$ cat src/rtl/event_loader.sv
// event_loader: drains one event (WORDS words) from a standard (non-FWFT) FIFO
// into a parallel register bank, presents it until the consumer acknowledges,
// then returns to IDLE.
// Optional feature: define EVENT_LOADER_COUNT_EN to get an accepted-event
// counter on event_count_o; otherwise event_count_o is tied to zero.
// WORDS is expected to be at least 2.
module event_loader #(
  parameter int WORDS = 16,
  parameter int WIDTH = 64
) (
  input  logic                          clk,
  input  logic                          aresetn,
  input  logic                          empty_i,
  input  logic [WIDTH-1:0]              dout_i,
  output logic                          rd_en_o,
  output logic [WORDS-1:0][WIDTH-1:0]   event_o,
  output logic                          event_valid_o,
  input  logic                          event_ack_i,
  output logic                          busy_o,
  output logic [31:0]                   event_count_o
);

  localparam int CW = $clog2(WORDS) + 1;
  localparam int IW = (WORDS > 1) ? $clog2(WORDS) : 1;

  typedef enum logic [1:0] {IDLE, READING, PRESENT} state_t;

  state_t                      state;
  state_t                      state_next;
  logic [CW-1:0]               issued;
  logic [CW-1:0]               captured;
  logic                        pending;     // a read was strobed last cycle, data is on dout_i now
  logic                        last_capture;
  logic [WORDS-1:0][WIDTH-1:0] event_data;
  logic                        valid;

  // The word landing this cycle is the final one of the event
  assign last_capture = pending && (captured == CW'(WORDS - 1));

  // State register
  always_ff @(posedge clk or negedge aresetn) begin
    if (!aresetn) begin
      state <= IDLE;
    end else begin
      state <= state_next;
    end
  end

  // Next-state logic and read strobe (strobe depends only on registered state/counters and empty_i)
  always_comb begin
    state_next = state;
    rd_en_o    = 1'b0;
    case (state)
      IDLE: begin
        if (!empty_i) state_next = READING;
      end
      READING: begin
        rd_en_o = !empty_i && (issued < CW'(WORDS));
        if (last_capture) state_next = PRESENT;
      end
      PRESENT: begin
        if (event_ack_i) state_next = IDLE;
      end
      default: state_next = IDLE;
    endcase
  end

  // Issue/capture counters, cleared when a new event starts
  always_ff @(posedge clk or negedge aresetn) begin
    if (!aresetn) begin
      issued   <= '0;
      captured <= '0;
    end else if (state == IDLE && state_next == READING) begin
      issued   <= '0;
      captured <= '0;
    end else if (state == READING) begin
      if (rd_en_o) issued   <= issued + CW'(1);
      if (pending) captured <= captured + CW'(1);
    end
  end

  // Track the one-cycle FIFO read latency; an in-flight read is dropped on reset
  always_ff @(posedge clk or negedge aresetn) begin
    if (!aresetn) begin
      pending <= 1'b0;
    end else begin
      pending <= rd_en_o;
    end
  end

  // Capture returned words into their slot; holds its value outside READING
  always_ff @(posedge clk or negedge aresetn) begin
    if (!aresetn) begin
      event_data <= '0;
    end else if (state == READING && pending) begin
      event_data[captured[IW-1:0]] <= dout_i;
    end
  end

  // Valid rises the cycle after the last capture, falls the cycle after the handshake
  always_ff @(posedge clk or negedge aresetn) begin
    if (!aresetn) begin
      valid <= 1'b0;
    end else if (state == READING && last_capture) begin
      valid <= 1'b1;
    end else if (state == PRESENT && event_ack_i) begin
      valid <= 1'b0;
    end
  end

  assign event_o       = event_data;
  assign event_valid_o = valid;
  assign busy_o        = (state != IDLE);

`ifdef EVENT_LOADER_COUNT_EN
  logic [31:0] count;

  // Count accepted events, wrapping naturally at 2^32
  always_ff @(posedge clk or negedge aresetn) begin
    if (!aresetn) begin
      count <= '0;
    end else if (state == PRESENT && event_ack_i) begin
      count <= count + 32'd1;
    end
  end

  assign event_count_o = count;
`else
  assign event_count_o = '0;
`endif

endmodule

$ cat config.mk
export PLATFORM = sky130hd
export DESIGN_NAME = event_loader
export DESIGN_NICKNAME = d
export VERILOG_FILES = /design/src/rtl/event_loader.sv
export SDC_FILE = /design/constraint.sdc
export NUM_CORES = 1
export LEC_CHECK = 0
export ABC_AREA = 1
export CAP_MARGIN = 10
export CORE_AREA = 4 4 432 434
export CTS_CLUSTER_SIZE = 28
export DETAILED_ROUTE_END_ITERATION = 10
export DIE_AREA = 0 0 436 438
export GPL_ROUTABILITY_DRIVEN = 0
export MAX_ROUTING_LAYER = met4
export PLACE_DENSITY_LB_ADDON = 0.15
export RECOVER_POWER = 50
export REMOVE_ABC_BUFFERS = 1
export SYNTH_ARGS = -nofsm -noshare
export SYNTH_HDL_FRONTEND = slang
export SYNTH_SLANG_ARGS = --single-unit
$ cat constraint.sdc
create_clock -name clk -period 2.4 [get_ports clk]
set_clock_uncertainty 0.1 [all_clocks]
set_input_delay 0.6 -clock clk [delete_from_list [all_inputs] [get_ports clk]]
set_output_delay 0.6 -clock clk [all_outputs]
set_load 0.01 [all_outputs]
==> results.cfg, run 1 <==
[detailed_routing]
drt_iter0_drc = 2548
wl_met2_mm = 101
drc = 0
routedWlPerCell_microns = 25.2
via_per_inst = 4.29
firstDrtPassIters = 8
antenna_left = 0
drt-total-wl_mm = 205
vias = 35046
wirelength_met1_mm = 82.8
met3WireLength_mm = 13.3
top_layer = met4

[timing]
finalCriticalPeriod_ns = 2.30
fin_ws_ns = 0.0999
max_slew.worst_pin.slew_ns = 1.38
report.final.slew_viol_count = 0
final.period_utilization_pct = 95.8
final-setup-viol-count = 0
relSlewSlack_pct = 8.18
rsz0062_at_grt = true
hold_viol = 0
max_freq_ghz = 0.435

[clock_tree]
htree_num_levels = 4
cts.sinks = 1038
cts-buffers-inserted = 131
cts_tree = built
root_buffer = clkbuf_16
clock_path_buffers = 3
path_clk_slew_ns = 0.06
clock_latency_ns = 0.80

[final_layout]
multi_input_area_sq_um = 12800
fin_nets = 5768
fill_cells = 19466
seq_area_sq_um = 26000
area_growth_pct = 43.6
layout-drive-gt1-share_pct = 7.25
finalNonFillerCells = 8168

[floorplanning]
ioPinCount = 1127
die_area_sq_um = 191000
core_sq_um = 183000
die_height_microns = 438
fp.dieW_microns = 436
initial_core_util_pct = 22.1
num_rows = 157

[grt]
first_global_vias = 34834
grt_remaining_overflow = 0
grt_antenna_before_repair = 5
grt_max_degree = 103
gr-usage-all-layers_pct = 21.5
grt_pass1_wl_mm = 285

[logic_synthesis]
ys_types = 24
syn_area_per_cell_sq_um = 8.74
synth-compound-area-share_pct = 3.24
yosys.area_share.simple_pct = 27.4
synth_top_family_by_area = simple AND/OR/NAND/NOR gates
ys_warn_count = 0
syn-cell-area_sq_um = 40400
synth_fa_ha_area_share_pct = 0.186
syn-instance-count = 4624
ys_seq_area_share_pct = 64.3
synth-seq-cells = 1038
synth-xor-area-share_pct = 0.0217
muxShareOfSynthArea_pct = 0

[power]
p_leak_nw = 28.0
ir_drop_uv = 565
power_density_nw_per_um2 = 1450

[place]
hpwl_mm = 136
place_ws_ns = -0.135
dp_cells = 7938
port_buffers = 1094

[hold_path]
hp-class = in -> reg

[worst_setup_path]
arrival_ns = 1.60
critPathCaptureType = output port
crit_type = reg -> out
critPathLaunchType = flop
crit_fanout = 4
cp_data_required_time_ns = 1.70

[status]
status = complete, no violations

[job]
cap_violations = 0
kinds of logic after synthesis:
family | after synthesis
AO/OA/AOI/OAI | 261
adder cells (fa/ha/maj) | 6
AND/OR/NAND/NOR | 2908
flip-flops | 1038
other | 1
XOR/XNOR | 1
buffers and inverters | 409
layer usage:
metal / GRT usage, % / up-vias
met4: 7.91 / 0
li1: - / 16096
met3: 5.39 / 279
met1: 25.2 / 17525
met2: 35.8 / 1146
met5: - / -
sequential cells by signal, summed over array words and instances (netlist names):
name / count
captured: 5
event_o: 1024
event_valid_o: 1
issued: 5
pending: 1
state: 2
what timing repair did:
action                                  in CTS  in global routing
buffers inserted                             5                  2
endpoints found under the setup margin    1027                 15
resized for setup                         1034                 11
gates cloned                                 0                  0
hold endpoints to repair                   119                  0
hold buffers                                 1                  0
pin swaps                                    0                  2
layout make-up:
cell class                      instances  share of cell area [%]
Multi-Input combinational cell       3208                    22.0
Clock buffer                          181                    6.40
Timing Repair Buffer                 1292                    20.6
Tap cell                             2385                    5.14
Sequential cell                      1038                    44.7
Inverter                               23                   0.149
Antenna cell                            3                  0.0129
Clock inverter                         38                    1.01
cell usage after synthesis:
library cell	number	area share [%]
nand3b_1	1	0.019
nor2_2	3	0.046
conb_1	1	0.0093
nor2_1	14	0.13
inv_2	2	0.019
inv_1	21	0.19
nand3_1	6	0.074
nor3_4	5	0.20
nand4_1	4	0.062
o21bai_1	1	0.019
ha_1	6	0.19
clkbuf_1	245	2.3
nand2_1	2866	27
buf_2	74	0.92
nand3_2	1	0.025
buf_4	32	0.59
buf_1	3	0.028
o21ai_1	9	0.11
o21ai_0	251	3.1
buf_6	32	0.89
xor2_1	1	0.022
dfrtp_1	1038	64
nor2_4	4	0.11
nor3_2	4	0.099
critical path, cell delays in order (launching register included):
cell	delay (ns)
dfrtp_1	0.39
inv_2	0.12
nand2_4	0.08
nor2_4	0.10
buf_6	0.11
report_power, final:
part | internal (mW) | total, mW | switching (mW)
Combinational | 12.8 | 33.8 | 20.9
Sequential | 26.1 | 30.4 | 4.35
Clock | 11.9 | 20.2 | 8.29
per-stage QoR:
step,power (mW),TNS [ns],hold slack (ns),utilization (%),area [sq um]
global route,89.4,-0.115,0.250,31.8,58100
detailed placement,71.2,-0.135,0.364,30.2,55200
CTS,85.7,-0.142,0.143,31.9,58300
global placement,70.9,-0.181,0.361,30.2,55200
finish,84.3,0,0.298,31.8,58100
floorplan,43.4,-2933.52,0.204,-,38600
path summary, 6_finish.rpt:
| check | startpoint | to | slack, ns | cells after the start |
|---|---|---|---|---|
| max | state[1] | rd_en_o | 0.1 | 4 |
| min | event_ack_i | state[1] | 0.30 | 2 |
| max reg2reg | state[1] | event_o[10] | 0.13 | 8 |
| min reg2reg | event_o[567] | event_o[567] | 0.37 | 2 |
| max in group asynchronous | aresetn | event_o[483] | 0.11 | 4 |
| min in group asynchronous | aresetn | event_o[685] | 0.54 | 2 |
cells in the final DEF (no fill, tap or decap), types with 2 or more instances in the layout:
master,netlist,final
nand2_1,2866,2847
dfrtp_1,1038,1038
dlygate4sd2_1,0,1025
o21ai_0,251,251
clkbuf_16,0,133
buf_4,32,96
buf_12,0,67
clkdlybuf4s50_1,0,66
clkbuf_1,245,41
conb_1,1,32
clkbuf_8,0,21
inv_1,21,20
nand2_4,0,18
clkinv_2,0,14
nor2_1,14,12
nor3_4,5,9
o21ai_1,9,9
bufinv_16,0,9
nor2_4,4,8
buf_6,32,8
clkbuf_2,0,7
nand3_1,6,6
ha_1,6,6
inv_6,0,6
inv_16,0,5
clkbuf_4,0,5
nand4_1,4,4
diode_2,0,3
inv_2,2,3
buf_2,74,3
clkinv_16,0,2
clkinv_8,0,2
Note: power is estimated with default switching activity, not from simulation.
==> inputs of run 2 (changes only) <==
Settings changed: CORE_AREA 4 4 432 434 to 2 2 442 444, DIE_AREA 0 0 436 438 to 0 0 444 446.
==> results.cfg, run 2 (synthesis results as in run 1) <==
[power]
ir_drop_uv = 580
p_total_mw = 84.1
power_density_nw_per_um2 = 1450
p_leak_nw = 28.0

[detailed_routing]
via_per_inst = 4.22
drc = 0
drt-total-wl_mm = 208
vias = 35095
firstDrtPassIters = 5
antenna_left = 0
routedWlPerCell_microns = 25.0
drt_iter0_drc = 2880

[place]
port_buffers = 1094
dpl_cell_area_sq_um = 55200
hpwl_mm = 136
dp_cells = 8084

[worst_setup_path]
r2r_cells = 8
cp_slowest_stage_delay_ns = 1.16
cp_top_family = buffers and inverters
arrival_ns = 3.16
timing.rr.end = event_o[227]
crit_path_cell_trace = dlygate4sd3_1 > clkbuf_2 > buf_12 > buf_6
r2r-start = state[1]
critPathLaunchType = input port
path_buf_inv = 4
critPathCaptureType = asynchronous set/reset pin
rrSetupSlack_ns = 0.12
cp_data_required_time_ns = 3.23
crit_fanout = 38
crit_type = in -> async
cp_slowest_cell = clkbuf_2

[timing]
relSlewSlack_pct = -10.9
report.final.slew_viol_count = 19
tns_ns = 0
hold_viol = 0
max_freq_ghz = 0.428
finalCriticalPeriod_ns = 2.34
final-setup-viol-count = 0
rsz0062_at_grt = true
final.period_utilization_pct = 97.4
max_slew.worst_pin.slew_ns = 1.66

[floorplanning]
ioPinCount = 1127
fp.dieW_microns = 444
num_rows = 162
initial_core_util_pct = 20.9
die_area_sq_um = 198000
die_height_microns = 446
core_sq_um = 194000

[hold_path]
min_to = event_o[171]
hp-class = in -> reg
hold_path_depth = 3
hp-start = dout_i[43]

[clock_tree]
clock_path_buffers = 3
cts.sinks = 1038
htree_num_levels = 4
cts-buffers-inserted = 131
clock_latency_ns = 0.81
root_buffer = clkbuf_16
cts_tree = built
path_clk_slew_ns = 0.06

[final_layout]
design_area_sq_um = 58100
final_cell_mix = 2,847 x nand2_1, 1,038 x dfrtp_1, 1,025 x dlygate4sd2_1
area_growth_pct = 43.8
layout-drive-gt1-share_pct = 7.27
largest_reg_flops = 1024
fill_cells = 20655
final_common_cell = nand2_1
finalNonFillerCells = 8322
fin_nets = 5755
post-route-util_pct = 30.0

[status]
status = complete, but fails checks
violations = capacitance limit, slew limit

[job]
cap_violations = 1

[grt]
grt_pass1_wl_mm = 287
grt_max_degree = 136
grt_remaining_overflow = 0
grt_antenna_before_repair = 6
first_global_vias = 34752
gr-usage-all-layers_pct = 21.1
[run 2: worst max path at each step]
| stage | start | to | slack, ns | depth (start not counted) |
|---|---|---|---|---|
| after floorplan | state[1] | event_o[384] | -3.48 | 5 |
| after global placement | empty_i | rd_en_o | -0.19 | 5 |
| after detailed placement | empty_i | rd_en_o | -0.18 | 5 |
| after CTS | state[0] | rd_en_o | -0.02 | 4 |
| after global routing | state[0] | rd_en_o | -0.02 | 4 |
| final | aresetn | event_o[747] | 0.06 | 4 |
[run 2: routing by layer]
layer	global-route usage, %	vias up	share of wire [%]
li1	-	16133	-
met1	25.1	17466	41
met2	34.9	1232	49
met3	5.02	264	6.5
met4	7.39	0	3.7
met5	-	-	0
[run 2: report_power, final]
part | internal [mW] | switching, mW | leakage (nW)
registers | 26.1 | 4.34 | 11.6
logic | 12.7 | 21.0 | 14.3
clock network | 11.6 | 8.38 | 2.10
[run 2: layout make-up]
| cell class | instances | area [sq um] | share of cell area [%] |
|---|---|---|---|
| clock buffer | 198 | 3860 | 6.64 |
| inverter | 23 | 86.3 | 0.148 |
| clock inverter | 31 | 422 | 0.725 |
| multi-input combinational | 3208 | 12800 | 22.0 |
| antenna | 3 | 7.51 | 0.0129 |
| timing repair buffer | 1279 | 11800 | 20.4 |
| tap | 2542 | 3180 | 5.47 |
| sequential | 1038 | 26000 | 44.7 |
[run 2: through the flow]
step                hold slack (ns)  setup WS (ns)
finish                        0.279         0.0634
global route                  0.268        -0.0158
CTS                           0.196        -0.0203
detailed placement            0.364         -0.177
global placement              0.361         -0.190
floorplan                     0.204          -3.48
[run 2: timing repair]
| action | 4_1_cts | 5_1_grt |
|---|---|---|
| hold endpoints to repair | 28 | 0 |
| pin swaps | 1 | 0 |
| buffers inserted | 4 | 1 |
| endpoints found under the setup margin | 1027 | 78 |
| resized for setup | 1038 | 5 |
| hold buffers | 1 | 0 |
[run 2: worst reg2reg max path, cell delays in order (launching register included)]
cell     delay [ns]
dfrtp_1        0.39
buf_4          0.14
buf_4          0.12
nor2_1         0.19
nand3_1        0.40
nor2_4         0.29
buf_12         0.31
nand2_1        0.20
nand2_1        0.07
